==> src/rtl/uint16_digit_splitter_pkg.sv <==
// Shared types and constants for the 16-bit binary to five-digit decimal splitter.
// The blanking helper turns a raw BCD word into the digit codes shown on the display.
package uint16_digit_splitter_pkg;

  localparam int WIDTH         = 16;
  localparam int UINT16_DIGITS = 5;
  localparam int BCD_W         = 4 * UINT16_DIGITS;

  typedef logic [3:0] digit_t;

  // Blank code chosen outside 0..9 so the segment decoders render it dark
  localparam digit_t EMPTY_DIGIT = 4'hF;

  localparam logic [3:0] SHIFT_LAST = 4'(WIDTH - 1);
  localparam logic [BCD_W-1:0] RESET_DIGITS = {{(UINT16_DIGITS-1){EMPTY_DIGIT}}, 4'd0};

  typedef enum logic [1:0] {
    ST_IDLE   = 2'd0,
    ST_SHIFT  = 2'd1,
    ST_COMMIT = 2'd2
  } state_e;

  function automatic logic [BCD_W-1:0] blank_leading_zeros(input logic [BCD_W-1:0] bcd);
    logic             seen;
    logic [BCD_W-1:0] res;
    seen = 1'b0;
    res  = bcd;
    for (int i = UINT16_DIGITS - 1; i >= 1; i--) begin
      if (bcd[4*i +: 4] != 4'd0) begin
        seen = 1'b1;
      end else begin
        seen = seen;
      end
      res[4*i +: 4] = seen ? bcd[4*i +: 4] : EMPTY_DIGIT;
    end
    return res;
  endfunction

endpackage

==> src/rtl/uint16_digit_splitter_bcd_add3.sv <==
// Double-dabble correction for one BCD nibble: values of 5 or more get +3
// so the following left shift carries correctly into the next decade.
module bcd_add3_digit (
  input  logic [3:0] digit_i,
  output logic [3:0] digit_o
);

  assign digit_o = (digit_i >= 4'd5) ? (digit_i + 4'd3) : digit_i;

endmodule

==> src/rtl/uint16_digit_splitter.sv <==
// Sequential double-dabble conversion of a 16-bit value into five blanked decimal
// digits, one shift per clock, result committed atomically after the last shift.
module uint16_digit_splitter
  import uint16_digit_splitter_pkg::*;
(
  input  logic            clk,
  input  logic            rst_n,
  input  logic            in_valid,
  output logic            in_ready,
  input  logic [15:0]     value,
  output logic [4:0][3:0] digit,
  output logic            busy,
  output logic            done
);

  state_e           state_q;
  logic [3:0]       cnt_q;
  logic [WIDTH-1:0] bin_q;
  logic [BCD_W-1:0] bcd_q;
  logic [BCD_W-1:0] digit_q;
  logic             in_ready_q;
  logic             busy_q;
  logic             done_q;

  logic [BCD_W-1:0] corr_s;
  logic [BCD_W-1:0] bcd_d;
  logic [WIDTH-1:0] bin_d;

  for (genvar g = 0; g < UINT16_DIGITS; g++) begin : g_add3
    bcd_add3_digit u_add3 (
      .digit_i (bcd_q[4*g +: 4]),
      .digit_o (corr_s[4*g +: 4])
    );
  end

  // Correction uses pre-shift nibbles; the whole {bcd,bin} word then moves left by one
  always_comb begin
    {bcd_d, bin_d} = {corr_s, bin_q} << 1;
  end

  // Control FSM, shift datapath and registered outputs
  always_ff @(posedge clk or negedge rst_n) begin
    if (!rst_n) begin
      state_q    <= ST_IDLE;
      cnt_q      <= 4'd0;
      bin_q      <= '0;
      bcd_q      <= '0;
      digit_q    <= RESET_DIGITS;
      in_ready_q <= 1'b1;
      busy_q     <= 1'b0;
      done_q     <= 1'b0;
    end else begin
      done_q <= 1'b0;
      case (state_q)
        ST_IDLE: begin
          if (in_valid) begin
            bin_q      <= value;
            bcd_q      <= '0;
            cnt_q      <= 4'd0;
            state_q    <= ST_SHIFT;
            in_ready_q <= 1'b0;
            busy_q     <= 1'b1;
          end
        end
        ST_SHIFT: begin
          bcd_q <= bcd_d;
          bin_q <= bin_d;
          cnt_q <= cnt_q + 4'd1;
          if (cnt_q == SHIFT_LAST) begin
            state_q <= ST_COMMIT;
          end
        end
        ST_COMMIT: begin
          digit_q    <= blank_leading_zeros(bcd_q);
          done_q     <= 1'b1;
          in_ready_q <= 1'b1;
          busy_q     <= 1'b0;
          state_q    <= ST_IDLE;
        end
        default: begin
          state_q    <= ST_IDLE;
          in_ready_q <= 1'b1;
          busy_q     <= 1'b0;
        end
      endcase
    end
  end

  assign in_ready = in_ready_q;
  assign busy     = busy_q;
  assign done     = done_q;
  assign digit    = digit_q;

endmodule

==> config.mk <==
export PLATFORM = sky130hd
export DESIGN_NAME = uint16_digit_splitter
export DESIGN_NICKNAME = d
export VERILOG_FILES = /design/src/rtl/uint16_digit_splitter_pkg.sv /design/src/rtl/uint16_digit_splitter_bcd_add3.sv /design/src/rtl/uint16_digit_splitter.sv
export SDC_FILE = /design/constraint.sdc
export NUM_CORES = 1
export LEC_CHECK = 0
export BUFFER_PORTS_ARGS = -buffer_cell sky130_fd_sc_hd__buf_2
export CELL_PAD_IN_SITES_DETAIL_PLACEMENT = 0
export CELL_PAD_IN_SITES_GLOBAL_PLACEMENT = 1
export CORE_MARGIN = 2
export CORE_UTILIZATION = 50
export CTS_BUF_LIST = sky130_fd_sc_hd__clkbuf_8
export DETAILED_ROUTE_END_ITERATION = 6
export PLACE_DENSITY = 0.9
export SYNTH_ARGS = -nofsm -noshare
export SYNTH_HDL_FRONTEND = slang
export SYNTH_SLANG_ARGS = --single-unit
==> constraint.sdc <==
create_clock -name clk -period 2.88 [get_ports clk]
set_input_delay 0.864 -clock clk [delete_from_list [all_inputs] [get_ports clk]]
set_output_delay 0.864 -clock clk [all_outputs]
set_load 0.01 [all_outputs]
=== Word-level counts from Yosys, hierarchy flattened ===
Index checks and enable logic that the tools add are counted.

* $lt $le $gt $ge: 5
* Add/sub/neg operators: 6
* Equal/unequal tests: 5
* Reduce and logical (&&, ||, !) cells: 9
* Bitwise operators: 1
* Mux-type cells: 31

{| class="wikitable"
|+ Operators by type and width
! operator !! number
|-
| case mux 20 bit (2 select lines) || 1
|-
| 2-to-1 mux 4 bit || 9
|-
| case mux 16 bit (2 select lines) || 1
|-
| >= comparator 4 x 3 -> 1 bit (second input constant) || 5
|-
| 2-to-1 mux 20 bit || 1
|-
| adder 4 x 2 -> 4 bit (second input constant) || 4
|-
| 2-to-1 mux 16 bit || 1
|-
| nonzero test 4 bit || 4
|-
| 2-to-1 mux 1 bit || 11
|-
| case mux 4 bit (2 select lines) || 1
|-
| AND reduction 2 bit || 3
|-
| adder 4 x 1 -> 4 bit (second input constant) || 1
|-
| equality test 4 bit (second input constant) || 1
|-
| 2-to-1 mux 2 bit || 2
|-
| != test 2 bit (second input constant) || 2
|-
| case mux 1 bit (2 select lines) || 2
|-
| case mux 2 bit (2 select lines) || 1
|-
| adder 3 x 2 -> 3 bit (second input constant) || 1
|-
| 2-to-1 mux 3 bit || 1
|-
| equality test 2 x 1 -> 1 bit (second input constant) || 1
|-
| equality test 2 bit (second input constant) || 1
|-
| logical NOT 2 bit || 1
|-
| nonzero test 2 bit || 1
|-
| NOT 1 bit || 1
|}

* Logic and storage cells: 65
* Input port bits: 19
* Output and inout port bits: 23
* Register bits after elaboration: 65

=== Longest topological paths before layout ===
Gate-level depths: netlist of the first run.

* Word-level depth: 10
* Mapped depth: 6

=== Hierarchy ===
A second synthesis of the first run with hierarchy kept.

* Cell total of the unflattened synthesis: 323
* Area, all modules: 3,228.1 µm²

{| class="wikitable"
|+ Modules (own cells, without submodules)
! module !! times used !! sequential area each (µm²) !! cells each !! area each (µm²)
|-
| uint16_digit_splitter || 1 || 1,647.8 || 243 || 2,721.4
|-
| bcd_add3_digit || 5 || 0.0 || 16 || 101.3
|}

=== Worst setup path before layout of the first run ===
OpenSTA, ideal clock, no wires.

* Path kind: register to register
* From: register bcd_q[16]
* To: register digit_q[4] (netlist: digit[4])
* Arrival time: 1.782 ns
* Required time: 2.803 ns
* Cell stages (with the launch flop): 7
* Period minus slack after synthesis: 1.860 ns
* Setup time: 0.077 ns
* Setup slack: 1.020 ns
* Path through: dfrtp_1 > inv_1 > ha_1 > nor3b_4 > nand4_4 > or4b_4 > a31oi_1

* Word-level cells in the longest chain between the ends: 10

{| class="wikitable"
|+ Ends and longest elaborated chain
! item !! RTL line !! source
|-
| start: declaration || uint16_digit_splitter.sv:19 || <nowiki>logic [BCD_W-1:0] bcd_q;</nowiki>
|-
| start signal: assignment || uint16_digit_splitter.sv:47 || <nowiki>bcd_q <= '0;</nowiki>
|-
| start signal: assignment || uint16_digit_splitter.sv:58 || <nowiki>bcd_q <= '0;</nowiki>
|-
| start signal: assignment || uint16_digit_splitter.sv:66 || <nowiki>bcd_q <= bcd_d;</nowiki>
|-
| nonzero test 4 bit || uint16_digit_splitter_pkg.sv:29 || <nowiki>if (bcd[4*i +: 4] != 4'd0) begin</nowiki>
|-
| 2-to-1 mux 1 bit || uint16_digit_splitter_pkg.sv:29 ||
|-
| 2-to-1 mux 1 bit || uint16_digit_splitter.sv:54 || <nowiki>case (state_q)</nowiki>
|-
| 2-to-1 mux 1 bit || uint16_digit_splitter_pkg.sv:29 ||
|-
| 2-to-1 mux 1 bit || uint16_digit_splitter.sv:54 ||
|-
| 2-to-1 mux 1 bit || uint16_digit_splitter_pkg.sv:29 ||
|-
| 2-to-1 mux 1 bit || uint16_digit_splitter.sv:54 ||
|-
| 2-to-1 mux 1 bit || uint16_digit_splitter_pkg.sv:29 ||
|-
| 2-to-1 mux 1 bit || uint16_digit_splitter.sv:54 ||
|-
| 2-to-1 mux 4 bit || uint16_digit_splitter_pkg.sv:34 || <nowiki>res[4*i +: 4] = seen ? bcd[4*i +: 4] : EMPTY_DIGIT;</nowiki>
|-
| end signal: assignment || uint16_digit_splitter.sv:74 || <nowiki>digit_q <= blank_leading_zeros(bcd_q);</nowiki>
|-
| end: declaration || uint16_digit_splitter.sv:20 || <nowiki>logic [BCD_W-1:0] digit_q;</nowiki>
|}

Every way passes these cells. The select of a mux whose other input is x is not followed.
A chain may end at the register's enable or synchronous reset.

=== Worst setup path after layout of the first run ===
Same ends and word-level chain as after synthesis.

==> impl_metrics.tcl, run 1 <==
set metrics [dict create \
    synth_mux_area_share_pct 0 \
    antenna_found_initial 0 \
    stdcell_area_mm2 0.003602 \
    die-area_mm2 0.006865 \
    fp.dieH_um 82.86 \
    min_period_ns 2.099 \
    drt_iter0_drc 120 \
    yosysTopAreaCell "dfrtp_1" \
    grt-ovfl-total 0 \
    postSynthCellCount 315 \
    finalSetupViolCount 0 \
    required_ns 3.13 \
    seq_area_frac_synth_pct 53.00 \
    path_max_fanout 6 \
    io_buffer_count 41 \
    row_count 28 \
    antenna_cells 0 \
    synth-compound-area-share_pct 18.87 \
    post-route-period-util_pct 72.88 \
    die_w_um 82.86 \
    synth-adder-area-share_pct 5.634 \
    initial_core_util_pct 52.21 \
    htreeDepth 3 \
    crit_path_end_kind "flop" \
    track_usage_pct 20.14 \
    core_region_area_mm2 0.005956 \
    final_common_cell "dfrtp_1" \
    synth_top_family_by_area "compound AO/OA/AOI/OAI gates" \
    drive_gt1_share_pct 24.03 \
    tritoncts "yes" \
    cellLeakagePower_nw 1.666 \
    drtAntennaViolNets 0 \
    total_power_w 0.003934 \
    p_sw_w 0.001514 \
    worstReg2RegEnd "digit[4]$_DFFE_PN1P_" \
    p_int_w 0.002420 \
    tns_ns 0 \
    synth_top_flop_cell "dfrtp_1" \
    grt_pass1_vias 2376 \
    relSlewSlack_pct 19.89 \
    hold_viol 0 \
    fin_util_pct 60.48 \
    drt-total-wl_um 6320 \
    rsz0062_at_grt "false" \
    cts_hold_buffers 0 \
    worstReg2RegStart "bcd_q[16]$_DFFE_PN0P_" \
    synth_area_mm2 0.003109 \
    drtPass1Iterations 4 \
    clkTransAtPathRegs_ns 0.07 \
    ff_latch_area_mm2 0.001648 \
    p_seq_share_pct 41.3 \
    worstPathArrival_ns 2.35 \
    root_buffer "clkbuf_8" \
    clock_path_buffers 2 \
    io-pin-count 42 \
    dp_hpwl_um 4139 \
    powerDensity_mw_per_mm2 1092 \
    syn_nets 348 \
    async_reset_ff_share_pct 100.0 \
    cts.sinks 65 \
    comb_power_share_pct 40.0 \
    synth_enable_flop_cells 0 \
    outcome "finished clean" \
    ctsResizeCount 0 \
    insertion_delay_ns 0.33 \
    gp_congestion 0.7668 \
    postCtsSetupBuffers 0 \
    crit_type "flop to flop" \
    yosysTopAreaCellShare_pct 38.63 \
    clock.fmax_mhz 476.4 \
    r2r_slack_ns 0.78 \
    worst_setup_path_start_kind "flop" \
    fillers 541 \
    final_cell_mix "dfrtp_1 (48), nand2_1 (46), buf_2 (41)" \
    post_drt_wl_per_cell_um 14.46 \
    grt_max_degree 66 \
    yosys-top-cells-area "dfrtp_1 (39%), dfstp_2 (14%), ha_1 (5.6%)" \
    ir_worst_vdd_mv 0.5221 \
    fin_worst_skew_ns 0.004914 \
    slew_violations 0 \
    yosysWarningCount 0 \
    p_clk_share_pct 18.7 \
    placed_area_mm2 0.003410 \
    ys_types 37 \
    timing.max_cap.violations 0 \
    worstMarginPinSlew_ns 1.199 \
    synth_xor_area_share_pct 1.972 \
    syn-mean-instance-area_um2 9.871 \
    cts_buffers 9 \
    vias 2391 \
    final_net_count 390 \
    crit_path_start "bcd_q[16]$_DFFE_PN0P_" \
    p_sw_share_pct 38.48 \
    multi_input_area_mm2 0.001345 \
    worst_slack_ns 0.7809 \
    viasPerCell 5.471 \
    grt_pass1_wl_um 11250 \
    syn_to_final_growth_pct 15.85 \
    cp-endpoint "digit[4]$_DFFE_PN1P_" \
    reg2regPathDepth 6 \
    dp_slack_ns 0.7851 \
    yosys.area_share.simple_pct 16.78 \
    drc 0 \
    hold_class "flop to flop" \
    ys_ff_latch 65 \
]
-- logic make-up after synthesis --
group / count (synthesis)
adders and majority gates: 14
xor gates and xnor gates: 7
and+or+nand+nor: 103
buffers and inverters: 31
AOI/OAI and AO/OA: 95
DFF: 65
-- registers in the layout, summed over array words and instances, names as in the netlist --
signal,flops
bcd_q,20
digit,20
bin_q,16
cnt_q,4
state_q,2
busy,1
done,1
in_ready,1
-- critical path: stages, from the launching register on --
cell and delay, ns:
dfrtp_1 0.39, inv_1 0.12, ha_1 0.26, nor3b_4 0.33
nand4_4 0.17, or4b_4 0.53, a31oi_1 0.21
-- layout make-up --
cell class,count,share of cell area (%)
Clock buffer,13,4.967
Tap cell,75,2.605
Multi-Input combinational cell,219,37.34
Inverter,14,1.459
Timing Repair Buffer,48,7.503
Sequential cell,65,45.75
Clock inverter,3,0.3821
-- cell usage after synthesis, types with 2 or more instances --
master / count
dfrtp_1: 48
nand2_1: 46
o21ai_1: 27
a21oi_1: 24
nor2_1: 23
clkbuf_1: 17
dfstp_2: 17
ha_1: 14
inv_1: 12
nor3b_1: 12
nand2b_1: 7
o22ai_1: 7
nand3_1: 6
o311ai_1: 6
a31oi_1: 5
a32o_1: 5
o31ai_1: 5
xnor2_1: 5
a22oi_1: 4
o21ai_0: 4
a22o_1: 2
inv_2: 2
o32ai_1: 2
xor2_1: 2
-- per-stage QoR --
stage,instances,hold WS [ns]
5_1_grt,437,0.4641
6_report,437,0.4518
3_3_place_gp,421,0.4392
3_5_place_dp,421,0.4447
2_1_floorplan,315,0.4554
4_1_cts,437,0.4540
-- power by group through the flow --
stage / Clock (W) / Sequential [W] / Combinational (W)
5_1_grt: 0.000794 / 0.00169 / 0.00179
2_1_floorplan: 0 / 0.00164 / 0.00113
4_1_cts: 0.000754 / 0.00163 / 0.00160
3_5_place_dp: 0 / 0.00164 / 0.00160
6_report: 0.000734 / 0.00163 / 0.00157
3_3_place_gp: 0 / 0.00163 / 0.00154
-- routing by layer --
metal  vias up  wire length, µm  part of all wire, %  track usage [%]
met5         -                0                    0                0
met4         0               93                  1.5            8.644
met3         9              183                  2.9            3.877
met2        34             3136                   50            32.48
met1      1157             2906                   46            26.68
li1       1191                -                    -                -
-- worst min path at each step --
| stage | startpoint | endpoint | slack, ns | depth (start not counted) |
|---|---|---|---|---|
| after global placement | digit[16]$_DFFE_PN1P_ | digit[16]$_DFFE_PN1P_ | 0.44 | 2 |
| after global routing | digit[14]$_DFFE_PN1P_ | digit[14]$_DFFE_PN1P_ | 0.46 | 2 |
| after CTS | digit[14]$_DFFE_PN1P_ | digit[14]$_DFFE_PN1P_ | 0.45 | 2 |
| final | digit[14]$_DFFE_PN1P_ | digit[14]$_DFFE_PN1P_ | 0.45 | 2 |
| after detailed placement | digit[14]$_DFFE_PN1P_ | digit[14]$_DFFE_PN1P_ | 0.44 | 2 |
| after floorplan | bin_q[15]$_DFFE_PN0P_ | bcd_q[0]$_DFFE_PN0P_ | 0.46 | 2 |
No activity file was read; power rests on OpenSTA's default activity.
==> inputs of run 2 (changes only) <==
- CORE_UTILIZATION: 50 -> 46
- PLACE_DENSITY: 0.9 -> 0.84
- clock period: 2.88 -> 2.1 ns (I/O delays scaled with it)
==> impl_metrics.tcl, run 2 (same netlist as run 1, synthesis figures left out) <==
set metrics [dict create \
    drtAntennaViolNets 0 \
    r2r_slack_ns 0.17 \
    timing.max_cap.violations 0 \
    io_buffer_count 41 \
    grt_pass1_wl_um 11390 \
    fp.dieH_um 86.22 \
    rsz0062_at_grt "false" \
    drt-total-wl_um 6283 \
    ctsResizeCount 0 \
    antenna_found_initial 0 \
    final_net_count 395 \
    syn_to_final_growth_pct 16.82 \
    path_max_fanout 5 \
    slowest_delay_ns 0.53 \
    final_common_cell "dfrtp_1" \
    slew_violations 0 \
    required_ns 2.36 \
    p_seq_share_pct 41.6 \
    stdcell_area_mm2 0.003632 \
    grt-busiest-layer "met2" \
    worstMarginPinSlew_ns 0.4830 \
    p_int_w 0.003282 \
    crit_type "flop to flop" \
    grt_max_degree 24 \
    reg2regPathDepth 6 \
    core_region_area_mm2 0.006459 \
    worstReg2RegStart "bcd_q[16]$_DFFE_PN0P_" \
    track_usage_pct 19.25 \
    io-pin-count 42 \
    worstReg2RegEnd "digit[5]$_DFFE_PN1P_" \
    drt_iter0_drc 110 \
    clkTransAtPathRegs_ns 0.07 \
    hold_class "input pin to asynchronous set/reset pin" \
    antenna_cells 0 \
    finalSetupViolCount 0 \
    p_clk_share_pct 17.0 \
    die-area_mm2 0.007433 \
    initial_core_util_pct 48.14 \
    placed_area_mm2 0.003462 \
    ir_worst_vdd_mv 0.8940 \
    viasPerCell 5.477 \
    relSlewSlack_pct 67.68 \
    cts_buffers 9 \
    tns_ns 0 \
    grtUsageMet3_pct 4.286 \
    grt_pass1_vias 2430 \
    min_period_ns 1.930 \
    powerDensity_mw_per_mm2 1467 \
    fillers 577 \
    die_w_um 86.22 \
    critical-path-slowest-cell "or4b_4" \
    root_buffer "clkbuf_8" \
    fin_worst_skew_ns 0.006158 \
    hold_viol 0 \
    comb_power_share_pct 41.3 \
    cpLargestDelayFamily "simple AND/OR/NAND/NOR gates" \
    post_drt_wl_per_cell_um 14.15 \
    post-route-period-util_pct 91.90 \
    row_count 29 \
    cts.sinks 65 \
    drive_gt1_share_pct 23.98 \
    p_sw_w 0.002048 \
    whs_ns 0.1972 \
    postCtsSetupBuffers 0 \
    total_power_w 0.005330 \
    gp_congestion 0.7592 \
    grt-ovfl-total 0 \
    worst-path-buf-inv 1 \
    vias 2432 \
    p_sw_share_pct 38.42 \
    clock.fmax_mhz 518.2 \
    outcome "finished clean" \
    cp.depth 6 \
    worst_setup_path_start_kind "flop" \
    crit_path_end_kind "flop" \
    final_cell_mix "dfrtp_1 (48), nand2_1 (46), buf_2 (41)" \
    dp_hpwl_um 4407 \
    insertion_delay_ns 0.34 \
    fin_util_pct 56.24 \
    worstPathArrival_ns 2.19 \
    tritoncts "yes" \
    htreeDepth 3 \
    path_cells "inv_1 -> ha_1 -> nor3b_4 -> nand4_4 -> or4b_4 -> a31oi_1" \
    clock_path_buffers 2 \
    drc 0 \
    drtPass1Iterations 4 \
    cellLeakagePower_nw 1.692 \
    use_met1_pct 25.83 \
    use_met2_pct 31.22 \
    cts_hold_buffers 0 \
]
## run 2: worst reg2reg max path: cells and delay by family, from the launching register on
| kind | cells | cell delay [ns] |
|---|---|---|
| adders and majority gates | 1 | 0.18 |
| buffers and inverters | 1 | 0.12 |
| DFF | 1 | 0.39 |
| and+or+nand+nor | 3 | 0.97 |
| AOI/OAI and AO/OA | 1 | 0.19 |
## run 2: power by group through the flow
stage | clock, W | sequential (W) | combinational, W
5_1_grt | 0.000995 | 0.00230 | 0.00252
4_1_cts | 0.000935 | 0.00222 | 0.00224
6_report | 0.000909 | 0.00222 | 0.00220
2_1_floorplan | 0 | 0.00224 | 0.00155
3_3_place_gp | 0 | 0.00223 | 0.00218
3_5_place_dp | 0 | 0.00224 | 0.00223
## run 2: stage by stage
| stage | cells | worst slack [ns] |
|---|---|---|
| 2_1_floorplan | 315 | 0.2403 |
| 3_3_place_gp | 428 | 0.2257 |
| 3_5_place_dp | 428 | 0.1894 |
| 4_1_cts | 444 | 0.1687 |
| 5_1_grt | 444 | 0.03208 |
| 6_report | 444 | 0.1702 |
## run 2: layout make-up
type	count	area [µm²]	area share [%]
timing repair buffer	53	320.3	8.818
clock buffer	11	151.4	4.168
sequential	65	1648	45.37
clock inverter	5	18.77	0.5167
tap	77	96.34	2.652
inverter	14	52.55	1.447
multi-input combinational	219	1345	37.03
## run 2: how the worst max path moves through the flow
stage,to,slack [ns],from
floorplan,digit[4]$_DFFE_PN1P_,0.24,bcd_q[16]$_DFFE_PN0P_
global placement,digit[5]$_DFFE_PN1P_,0.23,bcd_q[16]$_DFFE_PN0P_
detailed placement,digit[5]$_DFFE_PN1P_,0.19,bcd_q[16]$_DFFE_PN0P_
CTS,digit[5]$_DFFE_PN1P_,0.17,bcd_q[16]$_DFFE_PN0P_
global route,digit[4]$_DFFE_PN1P_,0.03,bcd_q[16]$_DFFE_PN0P_
finish,digit[5]$_DFFE_PN1P_,0.17,bcd_q[16]$_DFFE_PN0P_
## run 2: metal layers
metal / routed length (µm) / vias to the layer above / share of wire [%]
li1: - / 1207 / -
met1: 2935 / 1186 / 47
met2: 3068 / 27 / 49
met3: 194 / 12 / 3.1
met4: 85 / 0 / 1.4
met5: 0 / - / 0
